===== config.mk =====
export PLATFORM = sky130hd
export DESIGN_NAME = snake_game_ctrl
export DESIGN_NICKNAME = d
export VERILOG_FILES = /design/src/rtl/snake_pkg.sv /design/src/rtl/snake_move_timer.sv /design/src/rtl/snake_game_ctrl.sv
export SDC_FILE = /design/constraint.sdc
export NUM_CORES = 1
export LEC_CHECK = 0
export BUFFER_PORTS_ARGS = -buffer_cell sky130_fd_sc_hd__buf_2
export CORE_MARGIN = 1
export CORE_UTILIZATION = 55
export DETAILED_ROUTE_END_ITERATION = 10
export PLACE_DENSITY = 0.8
export SYNTH_ARGS = -nofsm -noshare
export SYNTH_HDL_FRONTEND = slang
export SYNTH_SLANG_ARGS = --single-unit

===== constraint.sdc =====
create_clock -name clk25 -period 2.85 [get_ports clk25]
set_input_delay 0.285 -clock clk25 [delete_from_list [all_inputs] [get_ports clk25]]
set_output_delay 0.285 -clock clk25 [all_outputs]
set_load 0.02 [all_outputs]

===== src/rtl/snake_pkg.sv =====
// Shared encodings for the snake game: FSM states, directions and PS/2 make codes.
// Pure definitions, no logic; also imported by the position datapath.
package snake_pkg;

    typedef enum logic [1:0] {
        ST_IDLE  = 2'd0,
        ST_RUN   = 2'd1,
        ST_PAUSE = 2'd2,
        ST_DEAD  = 2'd3
    } state_t;

    typedef enum logic [1:0] {
        DIR_UP    = 2'd0,
        DIR_DOWN  = 2'd1,
        DIR_LEFT  = 2'd2,
        DIR_RIGHT = 2'd3
    } dir_t;

    localparam logic [7:0] KEY_SPACE = 8'h29;
    localparam logic [7:0] KEY_P     = 8'h4D;
    localparam logic [7:0] KEY_ESC   = 8'h76;
    localparam logic [7:0] KEY_UP    = 8'h75;
    localparam logic [7:0] KEY_DOWN  = 8'h72;
    localparam logic [7:0] KEY_LEFT  = 8'h6B;
    localparam logic [7:0] KEY_RIGHT = 8'h74;

    localparam int CNT_W = 4;

    // Encodings pair up so that flipping bit 0 gives the reverse heading.
    function automatic dir_t opposite(input dir_t d);
        return dir_t'(d ^ 2'b01);
    endfunction

    function automatic logic is_arrow(input logic [7:0] code);
        return (code == KEY_UP) || (code == KEY_DOWN) ||
               (code == KEY_LEFT) || (code == KEY_RIGHT);
    endfunction

    function automatic dir_t key_to_dir(input logic [7:0] code);
        dir_t d;
        d = DIR_RIGHT;
        case (code)
            KEY_UP:   d = DIR_UP;
            KEY_DOWN: d = DIR_DOWN;
            KEY_LEFT: d = DIR_LEFT;
            default:  d = DIR_RIGHT;
        endcase
        return d;
    endfunction

endpackage


===== src/rtl/snake_move_timer.sv =====
// Frame-tick divider; step is a combinational strobe on the terminal tick (registered by the caller).
// Optional SNAKE_SPEEDUP_EN shortens the reload every GROWS_PER_LEVEL grow pulses; no backpressure.
module snake_move_timer
    import snake_pkg::*;
#(
    parameter int TICKS_PER_MOVE  = 4,
    parameter int MIN_TICKS       = 1,
    parameter int GROWS_PER_LEVEL = 4
) (
    input  logic clk25,
    input  logic rst,
    input  logic enable,
    input  logic clear,
    input  logic frame_tick,
    input  logic grow,
    output logic step
);

    localparam logic [CNT_W-1:0] RELOAD_INIT = CNT_W'(TICKS_PER_MOVE);

    logic [CNT_W-1:0] tick_cnt;
    logic [CNT_W-1:0] reload;

    // >= rather than == so a reload that shrank below the count still terminates.
    assign step = enable && frame_tick && (tick_cnt >= (reload - CNT_W'(1)));

    always_ff @(posedge clk25) begin
        if (rst || clear) begin
            tick_cnt <= '0;
        end else if (enable && frame_tick) begin
            tick_cnt <= step ? '0 : tick_cnt + CNT_W'(1);
        end
    end

`ifdef SNAKE_SPEEDUP_EN
    localparam int GW = (GROWS_PER_LEVEL > 1) ? $clog2(GROWS_PER_LEVEL) : 1;
    localparam logic [GW-1:0]    GROW_LAST  = GW'(GROWS_PER_LEVEL - 1);
    localparam logic [CNT_W-1:0] RELOAD_MIN = CNT_W'(MIN_TICKS);

    logic [GW-1:0] grow_cnt;

    always_ff @(posedge clk25) begin
        if (rst || clear) begin
            reload   <= RELOAD_INIT;
            grow_cnt <= '0;
        end else if (enable && grow) begin
            if (grow_cnt == GROW_LAST) begin
                grow_cnt <= '0;
                if (reload > RELOAD_MIN) begin
                    reload <= reload - CNT_W'(1);
                end
            end else begin
                grow_cnt <= grow_cnt + GW'(1);
            end
        end
    end
`else
    localparam int unused_cfg = MIN_TICKS + GROWS_PER_LEVEL;
    logic unused_grow;

    assign reload      = RELOAD_INIT;
    assign unused_grow = grow;
`endif

endmodule


===== src/rtl/snake_game_ctrl.sv =====
// Snake game FSM (IDLE/RUN/PAUSE/DEAD), direction latch and move strobe; SNAKE_SPEEDUP_EN enables speed-up.
// All outputs registered, step 1 cycle after terminal frame_tick; pulse inputs, no backpressure.
module snake_game_ctrl
    import snake_pkg::*;
#(
    parameter int TICKS_PER_MOVE  = 4,
    parameter int MIN_TICKS       = 1,
    parameter int GROWS_PER_LEVEL = 4
) (
    input  logic       clk25,
    input  logic       rst,
    input  logic       key_valid,
    input  logic [7:0] key_code,
    input  logic       frame_tick,
    input  logic       died,
    input  logic       grow,
    output logic       step,
    output logic [1:0] dir,
    output logic       init_snake,
    output logic       screen_black,
    output logic       screen_pause,
    output logic [1:0] state_dbg
);

    state_t state_q;
    state_t state_d;
    dir_t   dir_q;
    dir_t   pend_q;

    logic key_esc;
    logic key_space;
    logic key_p;
    logic start;
    logic run_en;
    logic fire;
    logic commit;
    logic arrow_ok;
    dir_t arrow_dir;

    assign key_esc   = key_valid && (key_code == KEY_ESC);
    assign key_space = key_valid && (key_code == KEY_SPACE);
    assign key_p     = key_valid && (key_code == KEY_P);

    always_comb begin
        state_d = state_q;
        if (key_esc) begin
            state_d = ST_IDLE;
        end else begin
            unique case (state_q)
                ST_IDLE:  if (key_space) state_d = ST_RUN;
                ST_RUN: begin
                    if (died)       state_d = ST_DEAD;
                    else if (key_p) state_d = ST_PAUSE;
                end
                ST_PAUSE: if (key_p) state_d = ST_RUN;
                ST_DEAD:  if (key_space) state_d = ST_IDLE;
            endcase
        end
    end

    assign start  = (state_q == ST_IDLE) && (state_d == ST_RUN);
    // died and ESC both pre-empt a terminal tick, so they gate the divider outright.
    assign run_en = (state_q == ST_RUN) && !key_esc && !died;

    snake_move_timer #(
        .TICKS_PER_MOVE  (TICKS_PER_MOVE),
        .MIN_TICKS       (MIN_TICKS),
        .GROWS_PER_LEVEL (GROWS_PER_LEVEL)
    ) u_timer (
        .clk25      (clk25),
        .rst        (rst),
        .enable     (run_en),
        .clear      (start),
        .frame_tick (frame_tick),
        .grow       (grow),
        .step       (fire)
    );

    assign commit    = fire && !step;
    assign arrow_dir = key_to_dir(key_code);
    assign arrow_ok  = ((state_q == ST_RUN) || (state_q == ST_PAUSE)) && !key_esc &&
                       key_valid && is_arrow(key_code) && (arrow_dir != opposite(dir_q));

    always_ff @(posedge clk25) begin
        if (rst) begin
            state_q      <= ST_IDLE;
            dir_q        <= DIR_RIGHT;
            pend_q       <= DIR_RIGHT;
            step         <= 1'b0;
            init_snake   <= 1'b1;
            screen_black <= 1'b1;
            screen_pause <= 1'b0;
        end else begin
            state_q      <= state_d;
            step         <= commit;
            init_snake   <= (state_d == ST_IDLE);
            screen_black <= (state_d == ST_IDLE);
            screen_pause <= (state_d == ST_PAUSE) || (state_d == ST_DEAD);
            if (start) begin
                dir_q  <= DIR_RIGHT;
                pend_q <= DIR_RIGHT;
            end else begin
                // Commit uses the pending value from before this edge's key.
                if (commit)   dir_q  <= pend_q;
                if (arrow_ok) pend_q <= arrow_dir;
            end
        end
    end

    assign dir       = dir_q;
    assign state_dbg = state_q;

endmodule


==> results.toml, run 1 <==
[placed_design]
post-place-cells = 127
place_area_um2 = 962.2
place_hpwl_um = 1377
dp_worst_setup_slack_ns = 0.8153
port_buffers = 20
gp_congestion = 0.7323

[floorplanning]
ioPinCount = 22
die-area_um2 = 1708
core-area_um2 = 1366
std_cell_rows = 13
die_h_um = 41.33
initial_utilization_pct = 62.27
die-width_um = 41.33

[timing]
fmax_ghz = 0.4970
slew_violations = 0
post-route-period-util_pct = 70.60
min_period_ns = 2.012
final.setup.worst_slack_ns = 0.8378
relSlewSlack_pct = 49.36
finalSetupTns_ns = 0
clock_skew_ns = 0.002023
rsz0062_at_grt = "no"
final_hold_viol_count = 0
tightest_slew_ns = 0.7477
setup_viol = 0

[worst_setup_path]
critical_path_class = "flop to flop"
timing.rr.end = "dir[1]$_SDFFE_PP1P_"
cp.required_ns = 3.00
path_max_fanout = 7
r2r.worst_path.cells = 7
reg2reg_slack_ns = 0.84
critPathCaptureType = "flop"
reg2reg_from = "state_dbg[1]$_SDFF_PP0_"
setup.worst_path.start = "state_dbg[1]$_SDFF_PP0_"
crit_path_start_kind = "flop"
worstPathArrival_ns = 2.16

[yosys]
yosysSeqAreaShare_pct = 30.59
yosysWarnings = 0
synth_edf_count = 0
postSynthCellCount = 93
synthArstFlopShare_pct = 0
syn_nets = 112
netlist_area_um2 = 850.8
synth_ff_type = "dfxtp_1"
synth_area_per_cell_um2 = 9.149
ys_ff_latch = 13
ys_types = 38

[clock_network]
numCtsBuffers = 3
cts_root_buf = "clkbuf_4"
path_clk_slew_ns = 0.07
cts_tree = "yes"
postCtsSetupRepairBufs = 0
clk_latency_ns = 0.27
cts-resized-gates = 0
cts_sinks = 13
cts_buffer_depth = 2
ctsHoldBuffers = 0
htree_levels = 1

[power]
power_density_nw_per_um2 = 399.2
p_leak_nw = 0.3882
ir_drop_uv = 339.5
power_w = 0.0003945

[route]
drtIter0Drc = 8
wire_per_inst_um = 13.12
ant_nets = 0
wirelength_um = 1719
first_pass_iters = 4
avgViaCountPerCell = 5.840
route.detailed.drc = 0
vias = 765

[grt]
grt_pass1_vias = 617
antenna_found_initial = 0
grt.overflow.total = 0
grt_max_degree = 10
grt.total_usage_pct = 22.25
grt_pass1_wl_um = 2456

[worst_hold_path]
hp-start = "rst"
whs_path_depth = 2
min_path_type = "input port to flop"
hold_end = "step$_SDFF_PP0_"

[layout]
drive_gt1_share_pct = 24.14
antenna_cells = 0
fillers = 116
synthToLayoutAreaGrowth_pct = 16.18
fin_nets = 136
finalNonFillerCells = 131
design_area_um2 = 988.4

[flow_run]
maxCapViolCount = 0

[run_status]
status = "finished, final reports clean"
==> kinds of logic (layout without fill, tap and decap cells) <==
group	Yosys count	in the layout	synth area share, %
DFF	13	13	30.59
muxes	4	4	4.706
and+or+nand+nor	41	41	30.88
AOI/OAI and AO/OA	22	22	21.33
adders and majority gates	5	5	7.353
xor gates and xnor gates	2	2	2.059
buffers and inverters	6	29	3.089
==> per-stage QoR <==
step / util [%] / hold WS (ns)
floorplan: - / 0.3574
global placement: 70.42 / 0.4472
detailed placement: 70.42 / 0.4696
CTS: 72.34 / 0.2066
global route: 72.34 / 0.2084
finish: 72.34 / 0.2078
==> worst max path at each step <==
| stage | end | depth (start not counted) | slack [ns] |
|---|---|---|---|
| 2_1_floorplan | dir[0]$_SDFFE_PP1P_ | 6 | 1.01 |
| 3_3_place_gp | dir[1]$_SDFFE_PP1P_ | 6 | 0.88 |
| 3_5_place_dp | dir[0]$_SDFFE_PP1P_ | 6 | 0.82 |
| 4_1_cts | dir[0]$_SDFFE_PP1P_ | 6 | 0.85 |
| 5_1_grt | dir[1]$_SDFFE_PP1P_ | 7 | 0.64 |
| 6_report | dir[1]$_SDFFE_PP1P_ | 7 | 0.84 |
==> layer usage <==
metal | up-vias | GRT usage (%) | routed length, um
met5 | - | 0 | 0
met1 | 344 | 27.36 | 873
met3 | 2 | 7.979 | 61
met2 | 17 | 37.11 | 778
li1 | 402 | - | -
met4 | 0 | 4.839 | 6
==> state kept, by name, indices dropped and copies added (netlist names) <==
signal / cells
u_timer.tick_cnt: 4
dir: 2
pend_q: 2
state_dbg: 2
screen_black: 1
screen_pause: 1
step: 1
==> worst max-delay path, stage by stage (launching register included) <==
cell      delay, ns
dfxtp_1        0.36
inv_1          0.12
ha_1           0.22
nor2b_1        0.19
o311ai_1       0.25
or3_1          0.49
mux2i_1        0.19
nand2_1        0.06
==> area by class of cell <==
class / count / area (um2) / area share, %
timing repair buffer: 20 / 100.1 / 10.13
multi-input combinational: 74 / 564.3 / 57.09
sequential: 13 / 260.3 / 26.33
tap: 15 / 18.77 / 1.899
inverter: 5 / 18.77 / 1.899
clock buffer: 4 / 26.28 / 2.658
==> cell usage in the layout, fill, tap and decap left out, types with 2 or more instances in the layout <==
cell       netlist  routed
buf_2            0      20
dfxtp_1         13      13
nand2_1          6       6
inv_1            5       5
nor2_1           5       5
ha_1             5       5
or3_1            4       4
a21oi_1          4       4
o21ai_0          4       4
mux2i_1          4       4
nand3b_1         3       3
nand2b_1         3       3
nor3_1           3       3
and3_1           3       3
clkbuf_4         0       3
nand4bb_1        2       2
nor2b_1          2       2
o21a_1           2       2
a31oi_1          2       2
nor4bb_1         2       2
xor2_1           2       2
==> where the power goes <==
part | leakage (nW) | internal, W | switching [W]
clock network | 0.0150 | 0.0000543 | 0.0000557
logic | 0.268 | 0.0000359 | 0.0000560
registers | 0.105 | 0.000187 | 0.00000552
==> Yosys cell counts (all sizes together), types with 2 or more instances <==
master	instances	share of area (%)
o21a	2	1.8
nand2	6	2.6
nand3b	3	2.6
mux2i	4	4.7
nand2b	3	2.2
ha	5	7.4
xor2	2	2.1
a21oi	4	2.4
nor4bb	2	2.4
o21ai	4	2.4
nor2b	2	1.5
or3b	2	2.1
and3	3	2.2
nor3	3	1.8
inv	5	2.2
a31oi	2	1.5
or3	4	2.9
nor2	5	2.2
dfxtp	13	31
nand4bb	2	2.6
(Power assumes the default switching activity.)
==> run 2, diff against run 1 <==
Settings changed: ABC_AREA set to 1, CORE_UTILIZATION 55 to 47, PLACE_DENSITY 0.8 to 0.71.
Clock period 2.85 ns to 1.6 ns, I/O delays scaled along.
==> run 2 against run 1 <==
Net effect:
- setup slack worse by 0.70 ns
- register-to-register slack got worse by 0.70 ns
- critical path depth grew 5
- flip-flop and latch count unchanged
- critical path type unchanged
- synthesized cell count rose by 54%
==> results.toml, run 2 <==
[yosys]
yosysMostFrequentCell = "nand2_1"
synth_top_area_share_pct = 28.34
synth_area_per_cell_um2 = 6.422
yosys.area.top_type = "dfxtp_1"
yosysWarnings = 0
synth.top_cells.by_count = "38 x nand2_1, 20 x inv_1, 20 x nor2_1, 16 x nand3_1, 13 x dfxtp_1"
syn_nets = 162
ys_types = 22
synth_ff_type = "dfxtp_1"
synthArstFlopShare_pct = 0
yosysSeqAreaShare_pct = 28.34
ys_ff_latch = 13
synth_edf_count = 0
netlist_area_um2 = 918.4
ys_top_cells_by_area = "dfxtp_1 28%, nand2_1 16%, nand3_1 8.7%"
postSynthCellCount = 143

[layout]
final_cell_mix = "38 x nand2_1, 20 x nor2_1, 20 x buf_2"
largest_register_ffs = 4
fin_nets = 188
regArea_um2 = 265.3
synthToLayoutAreaGrowth_pct = 19.07
multi_input_area_um2 = 576.8
design_area_um2 = 1094
drive_gt1_share_pct = 26.79
fin_util_pct = 61.33
antenna_cells = 0
regMostFlops = "u_timer.tick_cnt"
layout_commonest_cell = "nand2_1"
fillers = 186

[power]
power_density_nw_per_um2 = 654.9
p_sw_share_pct = 30.11
seq_power_share_pct = 47.9
switching_power_w = 0.0002156
pwr-share-clk_pct = 27.2
internal_power_w = 0.0005005
combPwrFrac_pct = 24.9
p_leak_nw = 0.6129
ir_drop_uv = 684.7

[worst_setup_path]
cp.required_ns = 1.76
critPathCaptureType = "flop"
max_stage_delay_ns = 0.36
crit_path_start_kind = "flop"
cp_cell_sequence = "inv_2, buf_4, ha_2, inv_1, nor2_1, nand2_1, nand3_1, nand2_1, nand2_2, nand2_4, nand2_4, nand3_1"
critPathBufInv = 3
critical_path_class = "flop to flop"
worstPathArrival_ns = 1.62
crit_family = "simple AND/OR/NAND/NOR gates"
setup.worst_path.start = "state_dbg[0]$_SDFF_PP0_"
critPathSlowestCell = "dfxtp_4"
reg2reg_from = "state_dbg[0]$_SDFF_PP0_"
path_max_fanout = 8

[floorplanning]
std_cell_rows = 15
initial_utilization_pct = 51.51
ioPinCount = 22
die-area_um2 = 2135
die-width_um = 46.21
die_h_um = 46.21
core-area_um2 = 1783

[route]
first_pass_iters = 4
wirelength_um = 1865
ant_nets = 0
vias = 957
drtIter0Drc = 25
avgViaCountPerCell = 4.959
route.detailed.drc = 0
wire_per_inst_um = 9.663

[timing]
slew_violations = 0
relSlewSlack_pct = 78.53
min_period_ns = 1.465
post-route-period-util_pct = 91.54
finalSetupTns_ns = 0
clock_skew_ns = 0.0006862
rsz0062_at_grt = "no"
setup_viol = 0
tightest_slew_ns = 0.3196
fmax_ghz = 0.6828
final_hold_viol_count = 0

[clock_network]
cts_tree = "yes"
clk_latency_ns = 0.27
numCtsBuffers = 3
cts_sinks = 13
cts_root_buf = "clkbuf_4"
htree_levels = 1
ctsHoldBuffers = 0
path_clk_slew_ns = 0.07
cts_buffer_depth = 2

[placed_design]
place_area_um2 = 1059
place_hpwl_um = 1511
port_buffers = 20
gp_congestion = 0.8602

[run_status]
status = "finished, final reports clean"

[grt]
antenna_found_initial = 0
grt_max_degree = 9
grt.overflow.total = 0
grt.total_usage_pct = 20.40
grt_pass1_wl_um = 3146
grt_pass1_vias = 790

[worst_hold_path]
hp-start = "rst"
min_path_type = "input port to flop"

[flow_run]
maxCapViolCount = 0
run 2: changes by cell type in the layout (fill, tap and decap cells not counted), moves of 3 or more:
cell      previous run  this run
nand2_1              6        38
inv_1                5        19
nand4_1              0         3
or3_1                4         0
nand2_2              0         5
nand2_4              0         3
nor2_1               5        20
mux2i_1              4         0
nand2b_1             3         0
nand3_1              0        16
run 2: worst paths after layout:
check	depth (start not counted)	endpoint	slack (ns)
max reg2reg	12	dir[1]$_SDFFE_PP1P_	0.14
min reg2reg	2	u_timer.tick_cnt[2]$_SDFFE_PP0P_	0.45
min	2	step$_SDFF_PP0_	0.12
max	12	dir[1]$_SDFFE_PP1P_	0.14
run 2: power by group through the flow:
stage | clock network (W) | registers, W | logic (W)
3_5_place_dp | 0 | 0.000350 | 0.000178
4_1_cts | 0.000196 | 0.000342 | 0.000179
2_1_floorplan | 0 | 0.000360 | 0.000112
3_3_place_gp | 0 | 0.000349 | 0.000174
6_report | 0.000195 | 0.000343 | 0.000179
5_1_grt | 0.000216 | 0.000345 | 0.000201
run 2: logic make-up after synthesis:
kind of cell	Yosys count	share of synthesized area [%]
simple gates	93	48.37
buf+inv	22	9.400
flops	13	28.34
compound gates	10	7.084
fa+ha+maj	5	6.812
run 2: metrics by stage:
step	cells	hold slack, ns	worst slack [ns]	power [W]
after detailed placement	189	0.3986	0.06367	0.0005273
after floorplan	143	0.2324	0.02299	0.0004717
final	193	0.1184	0.1354	0.0007161
after global routing	193	0.1120	0.004485	0.0007620
after CTS	193	0.1128	0.04539	0.0007170
after global placement	189	0.3965	0.09370	0.0005230
run 2: what timing repair did:
item | 4_1_cts | 5_1_grt
endpoints found under the setup margin | 0 | 11
buffers inserted | 0 | 0
gates resized for setup | 0 | 5
run 2: cell type report:
type | instances | area share (%)
clock buffer | 4 | 2.403
inverter | 21 | 7.208
tap | 25 | 2.860
timing repair buffer | 22 | 10.53
sequential | 13 | 24.26
multi-input combinational | 108 | 52.75
run 2: routing by layer:
metal  global-route usage (%)  routed length (um)  vias up
li1                         -                   -      504
met1                    25.41                 882      438
met2                    34.93                 921       13
met3                    5.882                  56        2
met4                    3.529                   4        0
met5                        0                   0        -
